<file path="src/rtl/rv32i_decode_exec.sv">
// rtl/rv32i_decode_exec.sv - RV32I single-cycle decode/execute slice with registered ALU result
module rv32i_decode_exec #(
  parameter int XLEN = 32
) (
  input  logic            clk,
  input  logic            clr,
  input  logic [31:0]     instr,
  input  logic [XLEN-1:0] pc,
  input  logic [XLEN-1:0] rs1,
  input  logic [XLEN-1:0] rs2,
  output logic            alu_a_src,
  output logic [1:0]      alu_b_src,
  output logic [3:0]      alu_ctrl,
  output logic [2:0]      branch,
  output logic            mem_to_reg,
  output logic [2:0]      mem_op,
  output logic            mem_wr,
  output logic            reg_wr,
  output logic [XLEN-1:0] imm,
  output logic [XLEN-1:0] result,
  output logic            zero_flag,
  output logic            less_flag,
  output logic [XLEN-1:0] result_q,
  output logic            zero_q,
  output logic            less_q
);

  typedef enum logic [2:0] {
    IMM_NONE, IMM_I, IMM_S, IMM_B, IMM_U, IMM_J
  } imm_fmt_e;

  imm_fmt_e        imm_fmt;
  logic [6:0]      opcode;
  logic [2:0]      f3;
  logic            f7b5;
  logic [XLEN-1:0] op_a;
  logic [XLEN-1:0] op_b;
  logic            lt_s;
  logic            lt_u;
  logic [XLEN-1:0] result_d;
  logic            zero_d;
  logic            less_d;

  assign opcode = instr[6:0];
  assign f3     = instr[14:12];
  assign f7b5   = instr[30];
  assign mem_op = f3;

  always_comb begin
    alu_a_src  = 1'b1;
    alu_b_src  = 2'b00;
    alu_ctrl   = 4'b0000;
    branch     = 3'b000;
    mem_to_reg = 1'b0;
    mem_wr     = 1'b0;
    reg_wr     = 1'b0;
    imm_fmt    = IMM_NONE;
    case (opcode)
      7'b0110011: begin
        alu_ctrl = {f7b5, f3};
        reg_wr   = 1'b1;
      end
      7'b0010011: begin
        alu_b_src = 2'b01;
        alu_ctrl  = {(f3 == 3'b101) ? f7b5 : 1'b0, f3};
        reg_wr    = 1'b1;
        imm_fmt   = IMM_I;
      end
      7'b0000011: begin
        alu_b_src  = 2'b01;
        mem_to_reg = 1'b1;
        reg_wr     = 1'b1;
        imm_fmt    = IMM_I;
      end
      7'b0100011: begin
        alu_b_src = 2'b01;
        mem_wr    = 1'b1;
        imm_fmt   = IMM_S;
      end
      7'b1100011: begin
        imm_fmt  = IMM_B;
        alu_ctrl = 4'b1000;
        case (f3)
          3'b000: branch = 3'b100;
          3'b001: branch = 3'b101;
          3'b100: branch = 3'b110;
          3'b101: branch = 3'b111;
          3'b110: begin branch = 3'b110; alu_ctrl = 4'b0011; end
          3'b111: begin branch = 3'b111; alu_ctrl = 4'b0011; end
          default: branch = 3'b000;
        endcase
      end
      7'b0110111: begin
        alu_b_src = 2'b01;
        alu_ctrl  = 4'b1111;
        reg_wr    = 1'b1;
        imm_fmt   = IMM_U;
      end
      7'b0010111: begin
        alu_a_src = 1'b0;
        alu_b_src = 2'b01;
        reg_wr    = 1'b1;
        imm_fmt   = IMM_U;
      end
      7'b1101111: begin
        alu_a_src = 1'b0;
        alu_b_src = 2'b10;
        reg_wr    = 1'b1;
        branch    = 3'b001;
        imm_fmt   = IMM_J;
      end
      7'b1100111: begin
        alu_a_src = 1'b0;
        alu_b_src = 2'b10;
        reg_wr    = 1'b1;
        branch    = 3'b010;
        imm_fmt   = IMM_I;
      end
      default: ;
    endcase
  end

  always_comb begin
    case (imm_fmt)
      IMM_I:   imm = {{20{instr[31]}}, instr[31:20]};
      IMM_S:   imm = {{20{instr[31]}}, instr[31:25], instr[11:7]};
      IMM_B:   imm = {{19{instr[31]}}, instr[31], instr[7], instr[30:25], instr[11:8], 1'b0};
      IMM_U:   imm = {instr[31:12], 12'b0};
      IMM_J:   imm = {{11{instr[31]}}, instr[31], instr[19:12], instr[20], instr[30:21], 1'b0};
      default: imm = '0;
    endcase
  end

  assign op_a = alu_a_src ? rs1 : pc;

  always_comb begin
    case (alu_b_src)
      2'b00:   op_b = rs2;
      2'b01:   op_b = imm;
      2'b10:   op_b = XLEN'(4);
      default: op_b = '0;
    endcase
  end

  assign lt_s = $signed(op_a) < $signed(op_b);
  assign lt_u = op_a < op_b;

  always_comb begin
    case (alu_ctrl)
      4'b0000: result = op_a + op_b;
      4'b1000: result = op_a - op_b;
      4'b0001: result = op_a << op_b[4:0];
      4'b0010: result = {{(XLEN-1){1'b0}}, lt_s};
      4'b0011: result = {{(XLEN-1){1'b0}}, lt_u};
      4'b0100: result = op_a ^ op_b;
      4'b0101: result = op_a >> op_b[4:0];
      4'b1101: result = $unsigned($signed(op_a) >>> op_b[4:0]);
      4'b0110: result = op_a | op_b;
      4'b0111: result = op_a & op_b;
      4'b1111: result = op_b;
      default: result = '0;
    endcase
  end

  assign zero_flag = (result == '0);
  assign less_flag = (alu_ctrl == 4'b0011) ? lt_u : lt_s;

  always_comb begin
    result_d = result;
    zero_d   = zero_flag;
    less_d   = less_flag;
  end

  always_ff @(posedge clk or negedge clr) begin
    if (!clr) begin
      result_q <= '0;
      zero_q   <= 1'b0;
      less_q   <= 1'b0;
    end else begin
      result_q <= result_d;
      zero_q   <= zero_d;
      less_q   <= less_d;
    end
  end

endmodule

</file>
<file path="config.mk">
export PLATFORM = sky130hd
export DESIGN_NAME = rv32i_decode_exec
export DESIGN_NICKNAME = d
export VERILOG_FILES = /design/src/rtl/rv32i_decode_exec.sv
export SDC_FILE = /design/constraint.sdc
export NUM_CORES = 1
export LEC_CHECK = 0
export BUFFER_PORTS_ARGS = -buffer_cell sky130_fd_sc_hd__buf_2
export CAP_MARGIN = 30
export CORE_MARGIN = 4
export CORE_UTILIZATION = 35
export DETAILED_ROUTE_END_ITERATION = 7
export GPL_TIMING_DRIVEN = 0
export PLACE_DENSITY = 0.59
export REMOVE_ABC_BUFFERS = 1
export SYNTH_ARGS = -nofsm -noshare
export SYNTH_HDL_FRONTEND = slang
export SYNTH_SLANG_ARGS = --single-unit
</file>
<file path="constraint.sdc">
create_clock -name clk -period 17.3 [get_ports clk]
set_clock_uncertainty 0.15 [all_clocks]
set_input_delay 5.19 -clock clk [delete_from_list [all_inputs] [get_ports clk]]
set_output_delay 5.19 -clock clk [all_outputs]
set_load 0.03 [all_outputs]
</file>
==> impl_metrics.json <==
{
  "outcome": "finished clean",
  "required_ns": 11.96,
  "grt_max_degree": 79,
  "ys_types": 109,
  "avgSynthCellArea_um2": 6.87,
  "crit_type": "in2out",
  "fp.dieArea_um2": 39500,
  "synth_compound_area_share_pct": 36.3,
  "clock_path_buffers": 2,
  "finalSetupTns_ns": 0,
  "ys_warn_count": 0,
  "die_y_um": 199,
  "powerDensity_nw_per_um2": 55.1,
  "ant_nets": 0,
  "holdCritPathClass": "in2async",
  "switching_share_pct": 57.2,
  "wire_per_inst_um": 31.0,
  "clk_pin_slew_ns": 0.05,
  "p_sw_uw": 486,
  "critPathLaunchType": "primary input",
  "placed_area_um2": 14500,
  "antenna_found_initial": 4,
  "portBuffers": 245,
  "core_um2": 35700,
  "hpwl_um": 60700,
  "viasPerCell": 6.91,
  "synthCells": 1857,
  "htreeDepth": 2,
  "combPwrFrac_pct": 76.4,
  "chipWidth_um": 199,
  "synth_xor_area_share_pct": 1.37,
  "cp-startpoint": "instr[2]",
  "globalplace.congestion": 1.07,
  "min_period_over_period_pct": 98.9,
  "vias": 17300,
  "drtIter0Drc": 2481,
  "final-setup-viol-count": 0,
  "power_frac_clock_pct": 11.6,
  "arrival_ns": 11.78,
  "cts_made_buffers": 5,
  "gr-usage-all-layers_pct": 36.6,
  "drc_errors": 0,
  "seq_area_frac_synth_pct": 6.67,
  "drive_gt1_share_pct": 22.9,
  "critPathCapture": "zero_flag",
  "hold_violations": 0,
  "fill_cells": 3822,
  "crit_chain": "buf_2 > and4bb_2 > a32o_1 > o21a_4 > nor2_4 > buf_12 > ha_2 > nor2_2 > nand3_2 > a2111oi_4 > o41ai_4 > clkdlybuf4s15_2 > o21ai_1 > a21oi_1 > mux2_2 > o2111ai_1 > or3_4 > or4b_1 > or4_1 > or4_4 > nor4_4 > buf_4",
  "p_int_uw": 363,
  "synthAdderAreaFrac_pct": 10.1,
  "gr-total-overflow": 0,
  "peakVddDrop_uv": 38.0,
  "firstDrtPassIters": 6,
  "power_frac_seq_pct": 12.0,
  "core.rowCount": 69,
  "synthArstFlopShare_pct": 100,
  "ctsHoldBuffers": 0,
  "fin_nets": 2273,
  "yosys.area_share.simple_pct": 25.8,
  "final_util_pct": 43.1,
  "detail_route.wirelength_um": 77600,
  "synthesis.area_um2": 12700,
  "fmax_mhz": 58.4,
  "slew_headroom_pct": 21.6,
  "root_buffer": "clkbuf_16",
  "cts_tree": "yes",
  "slowest_delay_ns": 0.53,
  "synth_seq_cells": 34,
  "synth_edf_count": 0,
  "numClockSinks": 34,
  "tightest_slew_ns": 1.16,
  "grt_pass1_wl_um": 108000,
  "areaGrowthSynthToFinish_pct": 20.8,
  "end_kind": "output pin",
  "ys.flop_type": "dfrtp_1",
  "synthMuxAreaShare_pct": 10.7,
  "leakage_uw": 0.00688,
  "drv_slew": 0,
  "max-cap-violations": 0,
  "initial_core_util_pct": 35.7,
  "final_area_um2": 15400,
  "crit_path_top_delay_cell": "or4b_1",
  "grt_pass1_vias": 15600,
  "post-route-min-period_ns": 17.12,
  "synth_top_family_by_area": "compound AO/OA/AOI/OAI gates",
  "io-pin-count": 246,
  "crit_fanout": 18
}
-- placed cells by master, fill, tap and decap left out, drive strengths merged, types with 12 or more instances in the layout --
master	netlist	final
buf	68	311
nand2	198	200
nor2	151	152
a21oi	139	139
o21ai	115	115
inv	111	110
ha	100	100
mux2i	100	100
nand3	74	74
nor3	61	61
o211ai	49	49
a211oi	37	37
a31oi	34	34
dfrtp	34	34
and3	31	31
a22oi	29	29
o22ai	28	28
a21o	27	27
o31ai	21	21
a221oi	20	20
and2	19	19
a2111oi	19	19
a211o	17	17
nand4	16	16
nor4	16	16
or3	14	14
or4	14	14
o221ai	13	13
nor2b	12	12
o21bai	12	12
a221o	12	12
o2111ai	12	12
xnor2	12	12
-- critical path: cells and delay by family --
family,cells,cell delay [ns]
buffers and inverters,4,0.94
AO/OA/AOI/OAI,7,1.75
adder cells (fa/ha/maj),1,0.36
AND/OR/NAND/NOR,9,3.20
multiplexers,1,0.32
-- cell usage after synthesis (34+ instances only) --
library cell    n  area, um2
mux2i_1        78        781
a211oi_1       37        278
o211ai_1       49        368
a21oi_1       137        686
nand2_1       192        721
o21ai_0       112        561
nor3_1         59        295
nor2_1        149        559
dfrtp_1        34        851
ha_1          100       1250
a31oi_1        34        213
inv_1         100        375
clkbuf_1       75        282
nand3_1        74        370
-- how the worst min path moves through the flow --
stage                    to  slack [ns]  cells after the start
6_report       result_q[17]        4.82                      1
3_5_place_dp   result_q[28]        5.13                      1
3_3_place_gp   result_q[22]        5.11                      1
5_1_grt         result_q[0]        4.89                      1
4_1_cts        result_q[17]        4.83                      1
2_1_floorplan        less_q        4.74                      0
-- registers in the layout, indices dropped and copies added, names as in the netlist --
signal / count
less_q: 1
result_q: 32
zero_q: 1
-- layout make-up --
class | count | area (um2) | share of cell area [%]
multi-input cells | 1570 | 11200 | 72.7
well taps | 461 | 577 | 3.75
diodes | 2 | 5.00 | 0.0325
clock inverters | 3 | 40.0 | 0.260
inverters | 114 | 473 | 3.07
repair buffers | 316 | 2130 | 13.8
flip-flops and latches | 34 | 851 | 5.53
clock buffers | 5 | 125 | 0.813
-- routing by layer --
layer  vias to the layer above  global-route usage, %  share of wire [%]
met5                         -                      0                  0
met2                      1322                   54.1                 41
met3                       243                   7.45                 12
li1                       7415                      -                  -
met1                      8329                   51.2                 41
met4                         0                   16.4                5.9
-- logic make-up (layout without fill, tap and decap cells) --
group                    count (synthesis)  in the layout
AO/OA/AOI/OAI                          669            671
AND/OR/NAND/NOR                        659            662
XOR/XNOR                                20             20
flip-flops                              34             34
other                                    0              2
buffers and inverters                  258            438
adder cells (fa/ha/maj)                102            102
multiplexers                           115            115
-- power by group through the flow --
stage / clock network (uW) / logic (uW) / registers, uW
2_1_floorplan: 0 / 330 / 144
3_3_place_gp: 0 / 587 / 103
3_5_place_dp: 0 / 599 / 103
4_1_cts: 101 / 614 / 102
5_1_grt: 102 / 676 / 103
6_report: 98.2 / 649 / 102
-- metrics by stage --
| stage | hold slack (ns) | total power, uW | setup WS (ns) | cells |
|---|---|---|---|---|
| 3_3_place_gp | 5.11 | 690 | -6.30 | 2419 |
| 4_1_cts | 4.83 | 816 | 0.0285 | 2482 |
| 3_5_place_dp | 5.13 | 702 | -1.82 | 2456 |
| 6_report | 4.82 | 849 | 0.182 | 2505 |
| 2_1_floorplan | 4.74 | 474 | -2.68 | 1713 |
| 5_1_grt | 4.89 | 882 | -0.00272 | 2503 |
-- what timing repair did --
| action | in CTS | in global routing |
|---|---|---|
| setup endpoints to repair | 13 | 1 |
| resized for setup | 48 | 30 |
| pin swaps | 13 | 12 |
| cloned | 4 | 3 |
| buffers inserted | 14 | 15 |
Note: power is estimated with default switching activity, not from simulation.
